$ cat src/rtl/multi_tick_pkg.sv
// Shared constants and helpers for the multi-channel tick generator.
package multi_tick_pkg;

  localparam logic MODE_PERIODIC = 1'b0;
  localparam logic MODE_ONESHOT  = 1'b1;

  // Reset divisor: one tick per second at 100 MHz.
  localparam int unsigned DEFAULT_DIV_VAL = 100_000_000;

  // Channel-index width; never below one bit so N_CH=1 still has a port.
  function automatic int ch_w(input int n);
    return (n <= 2) ? 1 : $clog2(n);
  endfunction

endpackage

$ cat src/rtl/multi_tick_generator_tick_channel.sv
// One tick channel: divisor, mode, counter, done flag and registered tick.
module tick_channel
  import multi_tick_pkg::*;
#(
  parameter int          COUNT_BIT   = 30,
  parameter int unsigned DEFAULT_DIV = DEFAULT_DIV_VAL
) (
  input  logic                 clk,
  input  logic                 reset,
  input  logic                 step,
  input  logic                 ld,
  input  logic [COUNT_BIT-1:0] ld_div,
  input  logic                 ld_oneshot,
  output logic                 tick,
  output logic                 busy
);

  localparam logic [COUNT_BIT-1:0] DIV_RST = COUNT_BIT'(DEFAULT_DIV);

  logic [COUNT_BIT-1:0] div;
  logic [COUNT_BIT-1:0] cnt;
  logic                 oneshot;
  logic                 done;
  logic                 adv;

  // D=0 is excluded here, so div-1 below can never wrap.
  assign adv  = step && (div != '0) && !done;
  assign busy = (div != '0) && !done;

  // Counter/tick update; a load beats a coincident terminal count.
  always_ff @(posedge clk) begin
    if (reset) begin
      div     <= DIV_RST;
      oneshot <= MODE_PERIODIC;
      cnt     <= '0;
      done    <= 1'b0;
      tick    <= 1'b0;
    end else if (ld) begin
      div     <= ld_div;
      oneshot <= ld_oneshot;
      cnt     <= '0;
      done    <= 1'b0;
      tick    <= 1'b0;
    end else begin
      tick <= 1'b0;
      if (adv) begin
        if (cnt == div - COUNT_BIT'(1)) begin
          cnt  <= '0;
          tick <= 1'b1;
          if (oneshot == MODE_ONESHOT) done <= 1'b1;
        end else begin
          cnt <= cnt + COUNT_BIT'(1);
        end
      end
    end
  end

endmodule

$ cat src/rtl/multi_tick_generator.sv
// N_CH independent programmable tick channels with a write port.
// Optional macro MULTI_TICK_GEN_CASCADE_EN chains channel k>0 onto the
// tick of channel k-1 (sec/min/hour style).
module multi_tick_generator
  import multi_tick_pkg::*;
#(
  parameter int          N_CH        = 4,
  parameter int          COUNT_BIT   = 30,
  parameter int unsigned DEFAULT_DIV = DEFAULT_DIV_VAL
) (
  input  logic                    clk,
  input  logic                    reset,
  input  logic                    en,
  input  logic                    wr_en,
  input  logic [ch_w(N_CH)-1:0]   wr_ch,
  input  logic [COUNT_BIT-1:0]    wr_div,
  input  logic                    wr_oneshot,
  output logic                    wr_ack,
  output logic                    wr_err,
  output logic [N_CH-1:0]         tick,
  output logic [N_CH-1:0]         busy
);

  localparam int CH_W = ch_w(N_CH);

  logic wr_ok;

  // Widen by one bit so N_CH itself is representable in the compare.
  assign wr_ok = {1'b0, wr_ch} < (CH_W+1)'(N_CH);

  // Write handshake: ack for a valid channel, err otherwise.
  always_ff @(posedge clk) begin
    if (reset) begin
      wr_ack <= 1'b0;
      wr_err <= 1'b0;
    end else begin
      wr_ack <= wr_en && wr_ok;
      wr_err <= wr_en && !wr_ok;
    end
  end

  for (genvar i = 0; i < N_CH; i++) begin : g_ch
    logic step;
    logic ld;

    assign ld = wr_en && wr_ok && (wr_ch == CH_W'(i));

`ifdef MULTI_TICK_GEN_CASCADE_EN
    if (i == 0) begin : g_root
      assign step = en;
    end else begin : g_link
      assign step = en && tick[i-1];
    end
`else
    assign step = en;
`endif

    tick_channel #(
      .COUNT_BIT   (COUNT_BIT),
      .DEFAULT_DIV (DEFAULT_DIV)
    ) u_ch (
      .clk        (clk),
      .reset      (reset),
      .step       (step),
      .ld         (ld),
      .ld_div     (wr_div),
      .ld_oneshot (wr_oneshot),
      .tick       (tick[i]),
      .busy       (busy[i])
    );
  end

endmodule
$ cat config.mk
export PLATFORM = sky130hd
export DESIGN_NAME = multi_tick_generator
export DESIGN_NICKNAME = d
export VERILOG_FILES = /design/src/rtl/multi_tick_pkg.sv /design/src/rtl/multi_tick_generator_tick_channel.sv /design/src/rtl/multi_tick_generator.sv
export SDC_FILE = /design/constraint.sdc
export NUM_CORES = 1
export LEC_CHECK = 0
export BUFFER_PORTS_ARGS = -buffer_cell sky130_fd_sc_hd__buf_2
export CORE_MARGIN = 1
export CORE_UTILIZATION = 30
export CTS_CLUSTER_DIAMETER = 30
export DETAILED_ROUTE_END_ITERATION = 12
export GPL_ROUTABILITY_DRIVEN = 0
export PLACE_DENSITY_LB_ADDON = 0.12
export SLEW_MARGIN = 15
export SYNTH_ARGS = -nofsm -noshare
export SYNTH_HDL_FRONTEND = slang
export SYNTH_SLANG_ARGS = --single-unit
export TNS_END_PERCENT = 10
$ cat constraint.sdc
create_clock -name clk -period 5.06 [get_ports clk]
set_clock_uncertainty 0.15 [all_clocks]
set_input_delay 1.265 -clock clk [delete_from_list [all_inputs] [get_ports clk]]
set_output_delay 1.265 -clock clk [all_outputs]
set_load 0.1 [all_outputs]
==> results of run 1 <==
## sequential cells by signal, indices dropped and copies added (netlist names)
register and cells:
g_ch.u_ch.done 4, g_ch.u_ch.oneshot 4, g_ch.u_ch.div 120, g_ch.u_ch.cnt 120, g_ch.u_ch.tick 4, wr_ack 1
## worst max path at each step
stage	from	end	cells after the start
floorplan	g_ch[1].u_ch.div[9]	busy[1]	6
detailed placement	g_ch[1].u_ch.div[0]	busy[1]	7
CTS	g_ch[1].u_ch.div[21]	busy[1]	5
global route	g_ch[1].u_ch.div[0]	busy[1]	7
finish	g_ch[1].u_ch.div[21]	busy[1]	5
global placement	g_ch[1].u_ch.div[21]	busy[1]	5
## metal layers
metal / up-vias / wire length [µm] / track usage (%)
li1: 6684 / - / -
met1: 6203 / 22300 / 25.4
met2: 276 / 20600 / 29.1
met3: 79 / 1950 / 3.00
met4: 0 / 1020 / 6.69
met5: - / 0 / 0
## cells in the mapped netlist (all sizes together) (10+ instances only)
cell type	number	area share [%]
clkbuf	85	2.2
nor4b	14	0.96
nand3b	57	2.9
xnor2	157	9.3
dfxtp	253	34
nor3	80	2.7
buf	29	1.4
nor2b	12	0.51
a31oi	15	0.63
xor2	103	6.1
nand2b	20	0.85
and4	18	1.1
nor2	185	5.2
nand2	339	8.6
o21ai	21	0.74
nor4	56	2.7
and3	35	1.5
nand4b	10	0.63
or4	18	0.99
nand4	46	1.9
and2	14	0.59
inv	34	0.86
or3	22	0.93
nand3	55	1.9
a21oi	94	3.2
## where the power goes
part | internal [µW] | switching [µW]
Combinational | 153 | 274
Sequential | 2050 | 78.3
Clock | 3430 | 1380
Total | 5630 | 1730
## worst min-delay path: cells and delay by family, from the launching register on
family / cells / cell delay, ns
compound gates: 1 / 0.05
flops: 1 / 0.30
simple gates: 1 / 0.05
## cell families (layout without fill, tap and decap cells)
group | after synthesis | after routing | share of synthesized area (%)
AOI/OAI and AO/OA | 211 | 211 | 9.13
xor gates and xnor gates | 260 | 260 | 15.4
adders and majority gates | 8 | 8 | 0.677
buffers and inverters | 148 | 228 | 4.40
DFF | 253 | 253 | 34.2
muxes | 10 | 10 | 0.719
other | 1 | 1 | 0.0253
and+or+nand+nor | 1008 | 1008 | 35.4
## cell type report
type / instances / area (µm²)
repair buffers: 61 / 348
well taps: 664 / 831
multi-input cells: 1498 / 9100
fillers: 5107 / 30700
clock buffers: 98 / 2120
clock inverters: 35 / 484
inverters: 34 / 128
flip-flops and latches: 253 / 5060
## per-stage QoR
| step | hold slack [ns] | std cells | utilization [%] |
|---|---|---|---|
| 2_1_floorplan | 0.275 | 1899 | - |
| 3_3_place_gp | 0.296 | 2510 | 31.7 |
| 3_5_place_dp | 0.298 | 2510 | 31.7 |
| 4_1_cts | 0.304 | 2643 | 37.1 |
| 5_1_grt | 0.331 | 2643 | 37.1 |
| 6_report | 0.306 | 2643 | 37.1 |
==> metrics.md, run 1 <==
| Metric | Value |
|---|---|
| Static leakage | 0.00625 µW |
| DR iter-0 viols | 691 |
| I/O Pins | 47 |
| Initial antenna violation count | 0 |
| Clock tree from TritonCTS | built |
| Crit end category | output pin |
| Slew HR | 34.0% |
| Wirelength per Cell | 17.4 µm |
| Mapped Nets | 1944 |
| Synth Warn # | 0 |
| Final min period | 4.71 ns |
| Avg Vias per Cell | 5.01 |
| ANT cells | 0 |
| Routed Antenna Nets | 0 |
| Status | complete, no violations |
| Root Driver | clkbuf_16 |
| Final Setup Violations | 0 |
| Total power | 7360 µW |
| Vias in the first global route | 12713 |
| Worst slew pin tran | 0.990 ns |
| Vert. Die Dim | 224 µm |
| H-tree depth | 3 |
| Post-Place Cell Area | 0.0155 mm² |
| Pwr/cell area | 407 mW/mm² |
| Core area | 0.0487 mm² |
| Post-Syn Area | 0.0148 mm² |
| Critical Path Max Stage Delay | 0.77 ns |
| Die X | 224 µm |
| # rows | 81 |
| Worst EP arrival | 3.29 ns |
| Vias | 13242 |
| R2R depth | 11 |
| Fin nets | 1968 |
| Fmax | 212 MHz |
| Final HPWL DP | 32.8 mm |
| Final Cycle Share | 93.0% |
| Clk slew on worst S/H paths | 0.04 ns |
| PortBufs | 45 |
| CP most frequent cell | or4_1 |
| Initial Util | 30.3% |
| GRT Total Usage | 18.5% |
| FF+latch count, synth | 253 |
| Reg2reg end | g_ch[2].u_ch.cnt[2] |
| DRT Wirelength | 45.9 mm |
| Clock Tree Buf Depth | 3 |
| CP Class | reg -> out |
| Number of flops mapped to enable cells by yosys | 0 |
| Min-delay src | g_ch[0].u_ch.done |
| Gr ovfl total | 0 |
| Reg2reg start | g_ch[2].u_ch.div[0] |
| Share of cells above drive strength 1 | 12.4% |
| Die area | 0.0502 mm² |
| Largest net degree at the start of global routing | 53 |
| Top FF cell, synth | dfxtp_1 |
| Avg Inst Size Synth | 7.79 µm² |
| Clock sinks | 253 |
| RSZ-0062 raised after global routing | false |
| Crit-path slowest cell | nor4_1 |
| Peak supply drop | 0.000426 V |
| First-pass GRT wire length | 72.8 mm |
| Critical path fanouts, max | 6 |
| Area Growth Syn to Fin | 22.2% |
| Setup WS post-layout | 0.354 ns |
| Sequential area share after synthesis | 34.2% |
| Final instance area | 0.0181 mm² |
| Hold EP | g_ch[0].u_ch.done |
| First-pass detailed-route iteration total | 5 |
| Mapped Cells | 1899 |
| CP top delay family | simple AND/OR/NAND/NOR gates |
| CP startpoint kind | flop |
| Place WS | 0.908 ns |
| Slew Viols, Final | 0 |
| Clock latency on the worst-skew pair | 0.58 ns |
| Min-Delay Path Class | reg -> reg |
| Hold violation total from the final report | 0 |
| Crit path cell chain | or4_1, or4_1, nor4_1, nor2_1, buf_2 |
| Commonest non-fill, non-tap cell in the layout | nand2_1 |
| Flop-to-flop setup slack | 1.06 ns |
| DRC | 0 |
| Synth cell types | 87 |
| Hold buffer count at cts | 0 |
| CTS resizes | 0 |
| Post-CTS setup buffers | 0 |
| Max Cap Viol | 0 |
| Total negative slack | 0 ns |
| WP buf/inv | 1 |
| CTS buffer count | 75 |
| Most frequent cells in the layout | 339 x nand2_1, 253 x dfxtp_1, 157 x xnor2_1, 153 x nor2_1, 103 x xor2_1 |
| CP Data Required Time | 3.64 ns |
| Hold path cells | 2 |
| Post-synth ARST share | 0% |
(Power assumes the default switching activity.)
==> inputs of run 2 (changes only) <==
--- a/config.mk
+++ b/config.mk
@@ -5,7 +5,7 @@
 export SDC_FILE = /design/constraint.sdc
 export NUM_CORES = 1
 export LEC_CHECK = 0
-export BUFFER_PORTS_ARGS = -buffer_cell sky130_fd_sc_hd__buf_2
+export BUFFER_PORTS_ARGS = -buffer_cell sky130_fd_sc_hd__buf_4
 export CORE_MARGIN = 1
 export CORE_UTILIZATION = 30
 export CTS_CLUSTER_DIAMETER = 30
==> constraint.sdc (replaced) <==
create_clock -name clk -period 3.93 [get_ports clk]
set_clock_uncertainty 0.15 [all_clocks]
set_input_delay 0.9825 -clock clk [delete_from_list [all_inputs] [get_ports clk]]
set_output_delay 0.9825 -clock clk [all_outputs]
set_load 0.1 [all_outputs]
==> metrics.md, run 2 (same netlist as run 1, synthesis figures left out) <==
| Metric | Value |
|---|---|
| Status | finished with violations (was complete, no violations) |
| Failing checks | design-rule violations |
| Clock latency on the worst-skew pair | 0.59 ns (was 0.58 ns) |
| # rows | 81 (unchanged) |
| Area Growth Syn to Fin | 24.3% (was 22.2%) |
| CP startpoint kind | flop (unchanged) |
| Register Area | 0.00506 mm² (unchanged) |
| Max Cap Viol | 0 (unchanged) |
| Final Setup Violations | 0 (unchanged) |
| Die area | 0.0502 mm² (unchanged) |
| Initial antenna violation count | 0 (unchanged) |
| Worst EP arrival | 2.76 ns (was 3.29 ns) |
| Core area | 0.0487 mm² (unchanged) |
| ANT cells | 0 (unchanged) |
| Total negative slack | 0 ns (unchanged) |
| Avg Vias per Cell | 5.03 (was 5.01) |
| Non-Filler Instances | 2671 (was 2643) |
| Final min period | 3.89 ns |
| Vert. Die Dim | 224 µm (unchanged) |
| Filler instances | 5069 (was 5107) |
| DR iter-0 viols | 794 (was 691) |
| Vias | 13448 (was 13242) |
| GRT Total Usage | 18.5% (about the same) |
| Total power | 9380 µW (was 7360 µW) |
| Min-Delay Path Class | reg -> reg (unchanged) |
| Crit end category | output pin (unchanged) |
| RSZ-0062 raised after global routing | true (was false) |
| Setup WS post-layout | 0.0422 ns (was 0.354 ns) |
| Worst slew pin tran | 0.824 ns (was 0.990 ns) |
| Clock Tree Buf Depth | 3 (unchanged) |
| Largest regs | g_ch.u_ch.cnt: 120 flops, g_ch.u_ch.div: 120 flops (unchanged) |
| H-tree depth | 3 (unchanged) |
| Sw Pwr | 2260 µW (was 1730 µW) |
| Root Driver | clkbuf_16 (unchanged) |
| CP Data Required Time | 2.80 ns (was 3.64 ns) |
| Wirelength per Cell | 17.4 µm (about the same) |
| Die X | 224 µm (unchanged) |
| Hold path cells | 2 (unchanged) |
| Hold violation total from the final report | 0 (unchanged) |
| Vias in the first global route | 12748 (was 12713) |
| Internal Pwr Total | 7120 µW (was 5630 µW) |
| Clk slew on worst S/H paths | 0.04 ns (about the same) |
| Final HPWL DP | 33.4 mm (was 32.8 mm) |
| Final instance area | 0.0184 mm² (was 0.0181 mm²) |
| Post-CTS setup buffers | 0 (unchanged) |
| Place WS | 0.309 ns (was 0.908 ns) |
| Flop pwr share | 29.2% (was 28.9%) |
| Peak supply drop | 0.000337 V (was 0.000426 V) |
| First-pass GRT wire length | 72.6 mm (was 72.8 mm) |
| Slew Viols, Final | 0 (unchanged) |
| Final Cycle Share | 98.9% |
| PortBufs | 45 (unchanged) |
| Clock Power Share | 64.5% (was 65.3%) |
| Switching share of total power | 24.1% (was 23.5%) |
| Share of cells above drive strength 1 | 14.1% (was 12.4%) |
| Most frequent cells in the layout | 339 x nand2_1, 253 x dfxtp_1, 157 x xnor2_1, 153 x nor2_1, 103 x xor2_1 (unchanged) |
| Clock sinks | 253 (unchanged) |
| Slew HR | 43.7% (was 34.0%) |
| Pwr/cell area | 510 mW/mm² (was 407 mW/mm²) |
| Critical path fanouts, max | 6 (unchanged) |
| Clock tree from TritonCTS | built (unchanged) |
| Commonest non-fill, non-tap cell in the layout | nand2_1 (unchanged) |
| Largest net degree at the start of global routing | 51 (was 53) |
| Dpl cells | 2535 (was 2510) |
| CTS buffer count | 75 (unchanged) |
| I/O Pins | 47 (unchanged) |
| R2R depth | 9 (was 11) |
| Fin nets | 1993 (was 1968) |
| Comb pwr share | 6.3% (was 5.8%) |
| CP Class | reg -> out (unchanged) |
| Post-Place Cell Area | 0.0158 mm² (was 0.0155 mm²) |
| DRC | 2 (was 0) |
| Static leakage | 0.00640 µW (was 0.00625 µW) |
| Multi-input gate area | 0.00913 mm² (was 0.00910 mm²) |
| DRT Wirelength | 46.4 mm (was 45.9 mm) |
| Fmax | 257 MHz |
| Gr ovfl total | 0 (unchanged) |
| First-pass detailed-route iteration total | 9 (was 5) |
| Initial Util | 30.3% (unchanged) |
| Hold buffer count at cts | 0 (unchanged) |
| Routed Antenna Nets | 0 (unchanged) |
[run 2: changes by cell type in the layout (fill, tap and decap cells not counted), sizes merged]
cell / delta
inv: +1
buf: +25
clkbuf: -1
clkinv: +3
bufinv: -3
clkinvlp: +3
[run 2: worst paths after layout]
kind	startpoint	end	slack, ns
max	g_ch[1].u_ch.div[21]	busy[1]	0.04
min	g_ch[1].u_ch.oneshot	g_ch[1].u_ch.oneshot	0.31
max reg2reg	g_ch[1].u_ch.div[0]	g_ch[1].u_ch.cnt[27]	0.44
min reg2reg	g_ch[1].u_ch.oneshot	g_ch[1].u_ch.oneshot	0.31
[run 2: critical path, stage by stage (launching register included)]
cell and delay (ns):
dfxtp_1 0.37, or4_4 0.58, or4_1 0.49, nor4_1 0.30
buf_4 0.19, nor2_1 0.06, buf_6 0.18
[run 2: cell type report]
type,count,area share [%]
repair buffers,86,3.67
clock buffers,97,11.6
inverters,34,0.694
multi-input cells,1498,49.6
flip-flops and latches,253,27.5
clock inverters,39,2.29
well taps,664,4.52
[run 2: timing repair]
action                                  4_1_cts  5_1_grt
gates resized for setup                       4        2
endpoints found under the setup margin        1        3
endpoints found under the hold margin         0        0
[run 2: per-layer routing]
layer / vias up / GRT usage [%] / share of wire, %
met5: - / 0 / 0
met4: 0 / 7.27 / 2.5
li1: 6728 / - / -
met1: 6333 / 24.9 / 48
met2: 300 / 29.2 / 45
met3: 87 / 3.25 / 4.6
[run 2: stage by stage]
step                util, %  hold WS, ns
CTS                    37.7        0.312
finish                 37.7        0.312
detailed placement     32.4        0.307
floorplan                 -        0.275
global placement       32.4        0.293
global route           37.7        0.330
[run 2: power groups by stage]
stage | combinational (µW) | sequential [µW] | clock (µW)
after global routing | 649 | 2740 | 6330
after detailed placement | 592 | 2780 | 0
final | 592 | 2740 | 6050
after floorplan | 405 | 2740 | 0
after global placement | 588 | 2780 | 0
after CTS | 596 | 2730 | 6180
==> inputs of run 3 (changes only) <==
--- a/config.mk
+++ b/config.mk
@@ -5,6 +5,7 @@
 export SDC_FILE = /design/constraint.sdc
 export NUM_CORES = 1
 export LEC_CHECK = 0
+export ABC_AREA = 1
 export BUFFER_PORTS_ARGS = -buffer_cell sky130_fd_sc_hd__buf_4
 export CORE_MARGIN = 1
 export CORE_UTILIZATION = 30
==> metrics.md, run 3 <==
| Metric | Value |
|---|---|
| Root Driver | clkbuf_16 (unchanged) |
| Clk slew on worst S/H paths | 0.04 ns (about the same) |
| Crit end category | output pin (unchanged) |
| ANT cells | 0 (unchanged) |
| Hold buffer count at cts | 0 (unchanged) |
| Final instance area | 0.0207 mm² (was 0.0184 mm²) |
| Final Setup Violations | 0 (unchanged) |
| Crit path cell chain | inv_1, ha_1, nand3_4, nor2_8, nand2_1, nor2_1, nor2_4, buf_4 (was or4_4, or4_1, nor4_1, buf_4, nor2_1, buf_6) |
| Largest regs | g_ch.u_ch.cnt: 120 flops, g_ch.u_ch.div: 120 flops (unchanged) |
| Commonest non-fill, non-tap cell in the layout | nand2_1 (unchanged) |
| Slew HR | 49.3% (was 43.7%) |
| Dpl cells | 3550 (was 2535) |
| Die area | 0.0580 mm² (was 0.0502 mm²) |
| Initial Util | 30.3% (about the same) |
| Setup WS post-layout | 0.344 ns (was 0.0422 ns) |
| Vias | 17460 (was 13448) |
| Mapped Nets | 2844 (was 1944) |
| Post-Syn Area | 0.0171 mm² (was 0.0148 mm²) |
| Top FF cell, synth | dfxtp_1 (unchanged) |
| Sequential area share after synthesis | 29.6% (was 34.2%) |
| Pwr/cell area | 465 mW/mm² (was 510 mW/mm²) |
| First-pass detailed-route iteration total | 5 (was 9) |
| Core area | 0.0564 mm² (was 0.0487 mm²) |
| Cell taking the most area after synthesis | dfxtp_1 (unchanged) |
| Gr ovfl total | 0 (unchanged) |
| Final Cycle Share | 91.3% (was 98.9%) |
| Critical Path Max Stage Delay | 0.32 ns (was 0.58 ns) |
| GRT Total Usage | 20.9% (was 18.5%) |
| Final HPWL DP | 46.7 mm (was 33.4 mm) |
| Post-CTS setup buffers | 0 (unchanged) |
| CTS resizes | 0 (was 4) |
| Initial antenna violation count | 0 (unchanged) |
| DRC | 0 (was 2) |
| Static leakage | 0.00889 µW (was 0.00640 µW) |
| Clock sinks | 253 (unchanged) |
| # rows | 87 (was 81) |
| Synth top cells by count | 799 x nand2_1, 533 x nor2_1, 309 x inv_1 (was 339 x nand2_1, 253 x dfxtp_1, 157 x xnor2_1) |
| Fmax | 279 MHz (was 257 MHz) |
| Critical path fanouts, max | 9 (was 6) |
| Peak supply drop | 0.000354 V (was 0.000337 V) |
| PortBufs | 45 (unchanged) |
| Most frequent cells in the layout | 799 x nand2_1, 531 x nor2_1, 308 x inv_1, 253 x dfxtp_1, 206 x nand3_1 (was 339 x nand2_1, 253 x dfxtp_1, 157 x xnor2_1, 153 x nor2_1, 103 x xor2_1) |
| Number of flops mapped to enable cells by yosys | 0 (unchanged) |
| I/O Pins | 47 (unchanged) |
| DR iter-0 viols | 1110 (was 794) |
| H-tree depth | 3 (unchanged) |
| Largest net degree at the start of global routing | 59 (was 51) |
| Most common cell in the synthesized netlist | nand2_1 (unchanged) |
| Slew Viols, Final | 0 (unchanged) |
| Final min period | 3.59 ns (was 3.89 ns) |
| Synth Warn # | 0 (unchanged) |
| First-pass GRT wire length | 93.4 mm (was 72.6 mm) |
| Wirelength per Cell | 16.2 µm (was 17.4 µm) |
| Crit-path slowest cell | nor2_1 (was or4_4) |
| Vert. Die Dim | 241 µm (was 224 µm) |
| Avg Inst Size Synth | 6.11 µm² (was 7.79 µm²) |
| Fin nets | 2917 (was 1993) |
| Synth cell types | 45 (was 87) |
| Share of cells above drive strength 1 | 9.57% (was 14.1%) |
| Hold violation total from the final report | 0 (unchanged) |
| Clock latency on the worst-skew pair | 0.59 ns (about the same) |
| Clock Tree Buf Depth | 3 (unchanged) |
| Max Cap Viol | 0 (unchanged) |
| Non-Filler Instances | 3681 (was 2671) |
| Yosys top cell area share | 29.6% (was 34.2%) |
| Total negative slack | 0 ns (unchanged) |
| Clock tree from TritonCTS | built (unchanged) |
| Min-Delay Path Class | reg -> reg (unchanged) |
| Area Growth Syn to Fin | 20.8% (was 24.3%) |
| Synth top area cells | dfxtp_1 30%, nand2_1 18%, nor2_1 12%, inv_1 6.8%, nand3_1 6.0% (was dfxtp_1 34%, xnor2_1 9.3%, nand2_1 8.6%, xor2_1 6.1%, nor2_1 3.9%) |
| Filler instances | 6271 (was 5069) |
| Die X | 241 µm (was 224 µm) |
| CTS buffer count | 76 (was 75) |
| WP buf/inv | 2 (unchanged) |
| CP top delay family | simple AND/OR/NAND/NOR gates (unchanged) |
| CP startpoint kind | flop (unchanged) |
| Post-synth ARST share | 0% (unchanged) |
| Hold WS | 0.310 ns (was 0.312 ns) |
| Vias in the first global route | 16621 (was 12748) |
| CP Class | reg -> out (unchanged) |
| Place WS | 0.873 ns (was 0.309 ns) |
| Worst slew pin tran | 0.757 ns (was 0.824 ns) |
| RSZ-0062 raised after global routing | false (was true) |
| CP Data Required Time | 2.80 ns (about the same) |
| Status | complete, no violations (was finished with violations) |
| FF+latch count, synth | 253 (unchanged) |
| Routed Antenna Nets | 0 (unchanged) |
| Mapped Cells | 2799 (was 1899) |
| Avg Vias per Cell | 4.74 (was 5.03) |
| Worst EP arrival | 2.45 ns (was 2.76 ns) |
| Post-Place Cell Area | 0.0182 mm² (was 0.0158 mm²) |
| DRT Wirelength | 59.5 mm (was 46.4 mm) |
-- run 3: changes by cell type after synthesis, moves of 48 or more --
cell     delta
inv_1     +275
nor2_1    +378
nand2_1   +460
nor4_1     -48
nand3_1   +151
nor3_1     -52
o21ai_0   +106
xnor2_1   -101
-- run 3: area by class of cell --
type                       count  area [µm²]  share of cell area (%)
multi-input combinational   2158       10500                    50.8
timing repair buffer          59         455                    2.20
clock inverter                24         280                    1.36
inverter                     324        1220                    5.89
sequential                   253        5060                    24.5
clock buffer                 107        2210                    10.7
tap                          756         946                    4.58
-- run 3: logic make-up (layout without fill, tap and decap cells) --
family          after synthesis  after routing  synth area share, %
compound gates              247            247                 7.77
xor+xnor                    175            175                 9.45
fa+ha+maj                     8              8                0.585
buf+inv                     388            514                 9.15
flops                       253            253                 29.6
other cells                   1              1               0.0219
simple gates               1727           1727                 43.4
-- run 3: layer usage --
metal | track usage (%) | wire [µm] | vias to the layer above
met4 | 7.98 | 1600 | 0
li1 | - | - | 8950
met1 | 28.9 | 29100 | 8004
met5 | 0 | 0 | -
met2 | 32.7 | 25800 | 424
met3 | 2.99 | 3070 | 82
-- run 3: worst reg2reg max path: cells and delay by family (launching register included) --
kind	cells	cell delay [ns]
buffers and inverters	2	0.33
and+or+nand+nor	10	1.54
adders and majority gates	1	0.23
DFF	1	0.31
xor gates and xnor gates	1	0.16
-- run 3: worst paths after layout --
| check | start | slack, ns | to | depth (start not counted) |
|---|---|---|---|---|
| max | g_ch[3].u_ch.div[0] | 0.34 | busy[3] | 8 |
| min | g_ch[2].u_ch.done | 0.31 | g_ch[2].u_ch.done | 2 |
| max reg2reg | g_ch[2].u_ch.div[0] | 1.08 | g_ch[2].u_ch.cnt[11] | 14 |
| min reg2reg | g_ch[2].u_ch.done | 0.31 | g_ch[2].u_ch.done | 2 |
-- run 3: metrics by stage --
stage                     total power [µW]  utilization, %
after floorplan                       3430               -
after global placement                3740            32.2
after detailed placement              3750            32.2
after CTS                             9740            36.6
after global routing                 10000            36.6
final                                 9610            36.6
-- run 3: power by group --
group | switching [µW] | internal [µW] | total, µW
Sequential | 100 | 2650 | 2750
Combinational | 658 | 303 | 961
Clock | 1730 | 4170 | 5900
